`src/rtl/io_bus_initiator_if.sv`:
```
// Command/response and I/O bus signals of the I/O bus initiator.
// The master modport is the initiator's view; the slave modport is the host/responder view.
interface io_bus_initiator_if #(
  parameter int ADDR_W = 4,
  parameter int DATA_W = 32
);
  logic              cmd_valid;
  logic              cmd_ready;
  logic              cmd_write;
  logic [ADDR_W-1:0] cmd_addr;
  logic [DATA_W-1:0] cmd_wdata;

  logic              rsp_valid;
  logic              rsp_ready;
  logic              rsp_write;
  logic [DATA_W-1:0] rsp_rdata;
  logic [7:0]        txn_count;

  logic [ADDR_W-1:0] io_addr;
  logic [DATA_W-1:0] io_write_data;
  logic              io_write_en;
  logic [DATA_W-1:0] io_read_data;

  modport master (
    input  cmd_valid, cmd_write, cmd_addr, cmd_wdata, rsp_ready, io_read_data,
    output cmd_ready, rsp_valid, rsp_write, rsp_rdata, txn_count,
           io_addr, io_write_data, io_write_en
  );

  modport slave (
    output cmd_valid, cmd_write, cmd_addr, cmd_wdata, rsp_ready, io_read_data,
    input  cmd_ready, rsp_valid, rsp_write, rsp_rdata, txn_count,
           io_addr, io_write_data, io_write_en
  );
endinterface

```
`src/rtl/io_bus_initiator.sv`:
```
// Bus-master bridge: runs one host read/write command at a time on the
// memory-mapped I/O bus and returns the result on the response port.
module io_bus_initiator #(
  parameter int ADDR_W    = 4,
  parameter int DATA_W    = 32,
  parameter int READ_WAIT = 1
) (
  input logic                clk,
  input logic                reset,
  io_bus_initiator_if.master bus
);

  typedef enum logic [1:0] {IDLE, SETUP, ACCESS, RESP} state_t;

  localparam logic [3:0] WAIT_LOAD = 4'(READ_WAIT - 1);

  state_t     state;
  logic       write_q;
  logic [3:0] wait_cnt;

  // The bus address/data registers double as the command latch, so SETUP
  // already drives the accepted address and write data.
  always_ff @(posedge clk or posedge reset) begin
    if (reset) begin
      state             <= IDLE;
      write_q           <= 1'b0;
      wait_cnt          <= '0;
      bus.cmd_ready     <= 1'b1;
      bus.rsp_valid     <= 1'b0;
      bus.rsp_write     <= 1'b0;
      bus.rsp_rdata     <= '0;
      bus.txn_count     <= '0;
      bus.io_addr       <= '0;
      bus.io_write_data <= '0;
      bus.io_write_en   <= 1'b0;
    end else begin
      // NOTE: non-blocking assignments throughout, so every register samples pre-edge values.
      case (state)
        IDLE: begin
          if (bus.cmd_valid) begin
            write_q           <= bus.cmd_write;
            bus.io_addr       <= ADDR_W'(bus.cmd_addr);
            bus.io_write_data <= bus.cmd_write ? bus.cmd_wdata : DATA_W'(0);
            bus.cmd_ready     <= 1'b0;
            state             <= SETUP;
          end
        end
        SETUP: begin
          bus.io_write_en <= write_q;
          wait_cnt        <= WAIT_LOAD;
          state           <= ACCESS;
        end
        ACCESS: begin
          if (write_q) begin
            bus.io_write_en <= 1'b0;
            bus.rsp_write   <= 1'b1;
            bus.rsp_rdata   <= '0;
            bus.rsp_valid   <= 1'b1;
            state           <= RESP;
          end else if (wait_cnt == 4'd0) begin
            bus.rsp_rdata <= bus.io_read_data;
            bus.rsp_write <= 1'b0;
            bus.rsp_valid <= 1'b1;
            state         <= RESP;
          end else begin
            wait_cnt <= wait_cnt - 4'd1;
          end
        end
        RESP: begin
          if (bus.rsp_ready) begin
            bus.rsp_valid <= 1'b0;
            bus.txn_count <= bus.txn_count + 8'd1;
            bus.cmd_ready <= 1'b1;
            state         <= IDLE;
          end
        end
        default: state <= IDLE;
      endcase
    end
  end

endmodule
```
`src/flat_wrapper.sv`:
```
// flat-port wrapper written by rule: the top's interface ports become plain ports
module io_bus_initiator_flat 
#(
  parameter int ADDR_W    = 4,
  parameter int DATA_W    = 32,
  parameter int READ_WAIT = 1
)
  (clk, reset, bus_cmd_valid, bus_cmd_write, bus_cmd_addr, bus_cmd_wdata, bus_rsp_ready, bus_io_read_data, bus_cmd_ready, bus_rsp_valid, bus_rsp_write, bus_rsp_rdata, bus_txn_count, bus_io_addr, bus_io_write_data, bus_io_write_en);
  io_bus_initiator_if #(.ADDR_W(ADDR_W), .DATA_W(DATA_W)) bus_i ();
  input logic clk;
  input logic reset;
  input wire logic [$bits(bus_i.cmd_valid)-1:0] bus_cmd_valid;
  input wire logic [$bits(bus_i.cmd_write)-1:0] bus_cmd_write;
  input wire logic [$bits(bus_i.cmd_addr)-1:0] bus_cmd_addr;
  input wire logic [$bits(bus_i.cmd_wdata)-1:0] bus_cmd_wdata;
  input wire logic [$bits(bus_i.rsp_ready)-1:0] bus_rsp_ready;
  input wire logic [$bits(bus_i.io_read_data)-1:0] bus_io_read_data;
  output wire logic [$bits(bus_i.cmd_ready)-1:0] bus_cmd_ready;
  output wire logic [$bits(bus_i.rsp_valid)-1:0] bus_rsp_valid;
  output wire logic [$bits(bus_i.rsp_write)-1:0] bus_rsp_write;
  output wire logic [$bits(bus_i.rsp_rdata)-1:0] bus_rsp_rdata;
  output wire logic [$bits(bus_i.txn_count)-1:0] bus_txn_count;
  output wire logic [$bits(bus_i.io_addr)-1:0] bus_io_addr;
  output wire logic [$bits(bus_i.io_write_data)-1:0] bus_io_write_data;
  output wire logic [$bits(bus_i.io_write_en)-1:0] bus_io_write_en;
  assign bus_i.cmd_valid = bus_cmd_valid;
  assign bus_i.cmd_write = bus_cmd_write;
  assign bus_i.cmd_addr = bus_cmd_addr;
  assign bus_i.cmd_wdata = bus_cmd_wdata;
  assign bus_i.rsp_ready = bus_rsp_ready;
  assign bus_i.io_read_data = bus_io_read_data;
  assign bus_cmd_ready = bus_i.cmd_ready;
  assign bus_rsp_valid = bus_i.rsp_valid;
  assign bus_rsp_write = bus_i.rsp_write;
  assign bus_rsp_rdata = bus_i.rsp_rdata;
  assign bus_txn_count = bus_i.txn_count;
  assign bus_io_addr = bus_i.io_addr;
  assign bus_io_write_data = bus_i.io_write_data;
  assign bus_io_write_en = bus_i.io_write_en;
  io_bus_initiator #(.ADDR_W(ADDR_W), .DATA_W(DATA_W), .READ_WAIT(READ_WAIT)) u_core (.clk(clk), .reset(reset), .bus(bus_i));
endmodule
```
`config.mk`:
```
export PLATFORM = sky130hd
export DESIGN_NAME = io_bus_initiator_flat
export DESIGN_NICKNAME = d
export VERILOG_FILES = /design/src/rtl/io_bus_initiator_if.sv /design/src/rtl/io_bus_initiator.sv /design/src/flat_wrapper.sv
export SDC_FILE = /design/constraint.sdc
export NUM_CORES = 1
export LEC_CHECK = 0
export ABC_AREA = 1
export BUFFER_PORTS_ARGS = -buffer_cell sky130_fd_sc_hd__buf_2
export CAP_MARGIN = 20
export CORE_UTILIZATION = 45
export CTS_BUF_LIST = sky130_fd_sc_hd__clkbuf_8 sky130_fd_sc_hd__clkbuf_16
export DETAILED_ROUTE_END_ITERATION = 6
export HOLD_SLACK_MARGIN = 0.05
export PLACE_DENSITY = 0.85
export SYNTH_ARGS = -nofsm -noshare
export SYNTH_HDL_FRONTEND = slang
export SYNTH_SLANG_ARGS = --single-unit
```
`constraint.sdc`:
```
create_clock -name clk -period 2.9 [get_ports clk]
set_input_delay 0.435 -clock clk [delete_from_list [all_inputs] [get_ports clk]]
set_output_delay 0.435 -clock clk [all_outputs]
set_load 0.02 [all_outputs]
```
After elaboration in Yosys (flattened, before gate mapping) --
Index checks and enable logic that the tools add are counted.
Operators by class: $add $sub $neg 2, muxes and demuxes 22, reduce and logical (&&, ||, !) cells 14, equal/unequal tests 9
Operators with widths (count):
- $mux W32 | 3
- $reduce_and A3 Y1 | 4
- $add A8 B1 Y8 const B | 1
- $mux W1 | 8
- $mux W2 | 4
- $mux W4 | 2
- $ne A2 B2 Y1 const B | 4
- $pmux W2 S4 | 1
- $pmux W4 S2 | 1
- $reduce_and A2 Y1 | 4
- $reduce_bool A2 Y1 | 4
- $pmux W1 S2 | 3
- $eq A2 B2 Y1 const B | 2
- $logic_not A4 Y1 | 1
- $sub A4 B1 Y4 const B | 1
- $ne A3 B1 Y1 const B | 1
- $eq A2 B1 Y1 const B | 1
- $logic_not A2 Y1 | 1
- $ne A2 B1 Y1 const B | 1
Storage, ports and cells: input bits 73, logic and storage cells 58, flip-flop bits (word level) 87, output and inout bits 80

Logic depth before layout (Yosys ltp) --
word-level depth 4, gate-level depth with buffers 8, gate-level depth less buffers 8

Worst setup path before layout --
No wires, ideal clock.
kind flip-flop to flip-flop, start point register u_core.state[0], end point register u_core.bus.rsp_rdata[0], required time 2.835 ns, data arrival time 1.237 ns, cell stages (with the launch flop) 8, path slack 1.598 ns, setup time 0.065 ns, path buffers 1, cells stage by stage dfrtp_1 inv_1 ha_1 nand3_2 nor2_4 buf_6 nand2_1 nand2_1
On the way: word-level cells in the longest chain between the ends 2
Ends and longest elaborated chain:
- start, declared | RTL line io_bus_initiator.sv:17 | state_t state;
- start signal, assigned | RTL line io_bus_initiator.sv:25 | state <= IDLE;
- start signal, assigned | RTL line io_bus_initiator.sv:45 | state <= SETUP;
- start signal, assigned | RTL line io_bus_initiator.sv:51 | state <= ACCESS;
- $eq A2 B2 Y1 | RTL line io_bus_initiator.sv:38 | case (state)
- $reduce_and A2 Y1 (no source line)
- end signal, assigned | RTL line io_bus_initiator.sv:61 | bus.rsp_rdata <= bus.io_read_data;
- end, declared | RTL line io_bus_initiator_if.sv:26 | output cmd_ready, rsp_valid, rsp_write, rsp_rdata, txn_count,
No other way between the ends. A chain may end at the register's enable or synchronous reset.

Final worst setup path --
start point register u_core.wait_cnt[0], end point register u_core.wait_cnt[2]
On the way: word-level cells in the longest chain between the ends 4
Ends and longest elaborated chain:
- start, declared | RTL line io_bus_initiator.sv:19 | logic [3:0] wait_cnt;
- start signal, assigned | RTL line io_bus_initiator.sv:66 | wait_cnt <= wait_cnt - 4'd1;
- $sub A4 B1 Y4 | RTL line io_bus_initiator.sv:66
- $mux W4 | RTL line io_bus_initiator.sv:60 | end else if (wait_cnt == 4'd0) begin
- $mux W4 | RTL line io_bus_initiator.sv:54 | if (write_q) begin
- $pmux W4 S2 | RTL line io_bus_initiator.sv:38
Parallel ways exist; a longest one is shown, timed or not. The select of a mux whose other input is x is not followed.

==> flow_metrics.py <==
metrics = {
    "die": {
        "dieArea_mm2": 0.00850,
        "num_rows": 32,
        "die_h_um": 92.2,
        "design.portCount": 153,
        "initial_core_util_pct": 46.9,
        "die_w_um": 92.2,
        "core_area_mm2": 0.00781,
    },
    "outcome": {
        "status": "complete, no violations",
    },
    "final_layout": {
        "diodes": 0,
        "final_core_util_pct": 60.0,
        "final_cells": 679,
        "drive_above_1_share_pct": 31.0,
        "final_cell_mix": "223 x nand2_1, 152 x buf_2, 86 x dfrtp_1",
        "area_growth_pct": 27.9,
        "layout_commonest_cell": "nand2_1",
        "fin_area_mm2": 0.00468,
        "fillCellCount": 673,
        "nets": 652,
    },
    "synthesis": {
        "netlist_area_mm2": 0.00366,
        "synth_warnings": 0,
        "ys_ff_latch": 87,
        "ys_types": 23,
        "synth.area.top_cells": "dfrtp_1 59%, nand2_1 23%, o21ai_0 4.5%, ha_1 2.4%, inv_1 1.8%",
        "synth_area_per_cell_um2": 8.61,
        "synth_top_cell_by_area": "dfrtp_1",
        "yosys.area.top_type_share_pct": 58.8,
        "syn_inst": 425,
        "synth_seq_area_share_pct": 59.5,
        "synth_nets": 505,
    },
    "routing": {
        "met1_length_um": 3590,
        "postRouteAntennaNets": 0,
        "post_drt_wl_per_cell_um": 11.7,
        "first_pass_iters": 4,
        "drtIter0Drc": 107,
        "routed_wl_um": 7960,
        "vias_per_cell": 4.77,
        "drc": 0,
        "highest_layer": "met4",
        "wl_met3_um": 543,
        "vias": 3239,
        "met2_length_um": 3730,
    },
    "clocking": {
        "clock_path_buffers": 2,
        "post_cts_buffers": 0,
        "worst_skew_pair.late_latency_ps": 350,
        "root_buffer": "clkbuf_8",
        "path_clk_slew_ps": 80,
        "htreeDepth": 3,
        "cts.sinks": 87,
        "cts-hold-fix-buffers": 0,
        "numCtsBuffers": 9,
        "tritoncts": "yes",
        "postCtsResizedCells": 0,
    },
    "worst_setup_path": {
        "r2r_cells": 7,
        "cp.required_ps": 3120,
        "end_kind": "register",
        "start_kind": "register",
        "crit_type": "reg -> reg",
        "cp_max_fo": 33,
        "cp.arrival_ps": 2100,
    },
    "sta": {
        "rsz0062_at_grt": "no",
        "finalHoldViolCount": 0,
        "finalSetupViolations": 0,
        "hold_ws_ps": 183,
        "fin_crit_ps": 1870,
        "slew_headroom_pct": 34.9,
        "slew_violations": 0,
        "max_freq_mhz": 534,
        "finalSetupTns_ps": 0,
        "finClkSkew_ps": 14.1,
        "fin_crit_sh_pct": 64.6,
        "worst_slew_pin_slew_ps": 973,
    },
    "global_routing": {
        "grt_usage_pct": 19.4,
        "overflow": 0,
        "antenna_found_initial": 0,
        "grt_pass1_wl_um": 13100,
        "grt_pass1_vias": 2939,
        "grt_max_degree": 46,
    },
    "placement": {
        "io_buffers": 152,
        "hpwl_um": 5900,
        "gp_congestion": 0.866,
        "dpl_cell_area_mm2": 0.00448,
        "placed_cells": 663,
    },
    "run": {
        "maxCapViolCount": 0,
    },
    "power_and_ir_drop": {
        "peakVddDrop_v": 0.000562,
        "power_density_mw_per_mm2": 1100,
        "p_leak_nw": 2.74,
    },
    "min_path": {
        "min_path_type": "in -> async",
    },
}
-- final timing paths --
kind | from | to | slack [ps]
max | u_core.wait_cnt[0] | u_core.wait_cnt[2] | 1030
max in group asynchronous | reset | u_core.bus.io_write_data[30] | 2060
max reg2reg | u_core.wait_cnt[0] | u_core.wait_cnt[2] | 1030
min reg2reg | u_core.bus.rsp_rdata[10] | u_core.bus.rsp_rdata[10] | 480
min in group clk | bus_cmd_addr[2] | u_core.bus.io_addr[2] | 270
min | reset | u_core.wait_cnt[0] | 180
-- worst max-delay path: stages, from the launching register on --
cell and delay [ps]:
dfrtp_1 390, inv_1 130, ha_1 210, nand2_1 80, nand2_1 60, nand2_1 560, nand3_1 250, nand2_1 80
-- through the flow --
step | setup WS [ps] | power, mW
2_1_floorplan | 216 | 3.61
3_3_place_gp | 1120 | 4.24
3_5_place_dp | 1020 | 4.34
4_1_cts | 982 | 5.21
5_1_grt | 826 | 5.56
6_report | 1030 | 5.15
-- cell type report --
cell class              instances  area [µm²]  area share [%]
clock buffers                   9         124            2.65
inverters                      19        72.6            1.55
flip-flops and latches         87        2180            46.5
multi-input cells             301        1310            28.0
clock inverters                 7        80.1            1.71
well taps                     102         128            2.73
repair buffers                154         788            16.8
-- flip-flops by register name, summed over array words and instances, names as in the netlist --
signal	count
u_core.bus.cmd_ready	1
u_core.bus.io_addr	4
u_core.bus.io_write_data	32
u_core.bus.io_write_en	1
u_core.bus.rsp_rdata	32
u_core.bus.rsp_valid	1
u_core.bus.rsp_write	1
u_core.bus.txn_count	8
u_core.state	2
u_core.wait_cnt	4
u_core.write_q	1
-- metal layers --
metal / track usage (%) / vias up
li1: - / 1609
met1: 25.5 / 1485
met2: 31.4 / 136
met3: 4.15 / 9
met4: 7.55 / 0
met5: 0 / -
-- synth_stat cells, drive strengths merged --
cell type	n
a21oi	1
buf	8
clkbuf	10
dfrtp	86
dfstp	1
ha	7
inv	19
nand2	224
nand3	10
nand3b	2
nand4	7
nor2	11
o21ai	34
or2	2
xnor2	1
xor2	2
-- cells by family after synthesis --
| kind of cell | Yosys count | synth area share (%) |
|---|---|---|
| and+or+nand+nor | 256 | 27.8 |
| AOI/OAI and AO/OA | 35 | 4.78 |
| adders and majority gates | 7 | 2.39 |
| DFF | 87 | 59.5 |
| xor gates and xnor gates | 3 | 0.718 |
| buffers and inverters | 37 | 4.78 |
-- where the power goes --
group	switching [mW]	internal, mW	total, mW
registers	0.319	1.72	2.04
logic	1.52	0.743	2.27
clock network	0.440	0.408	0.848
total	2.28	2.87	5.15
Note: power is estimated with default switching activity, not from simulation.
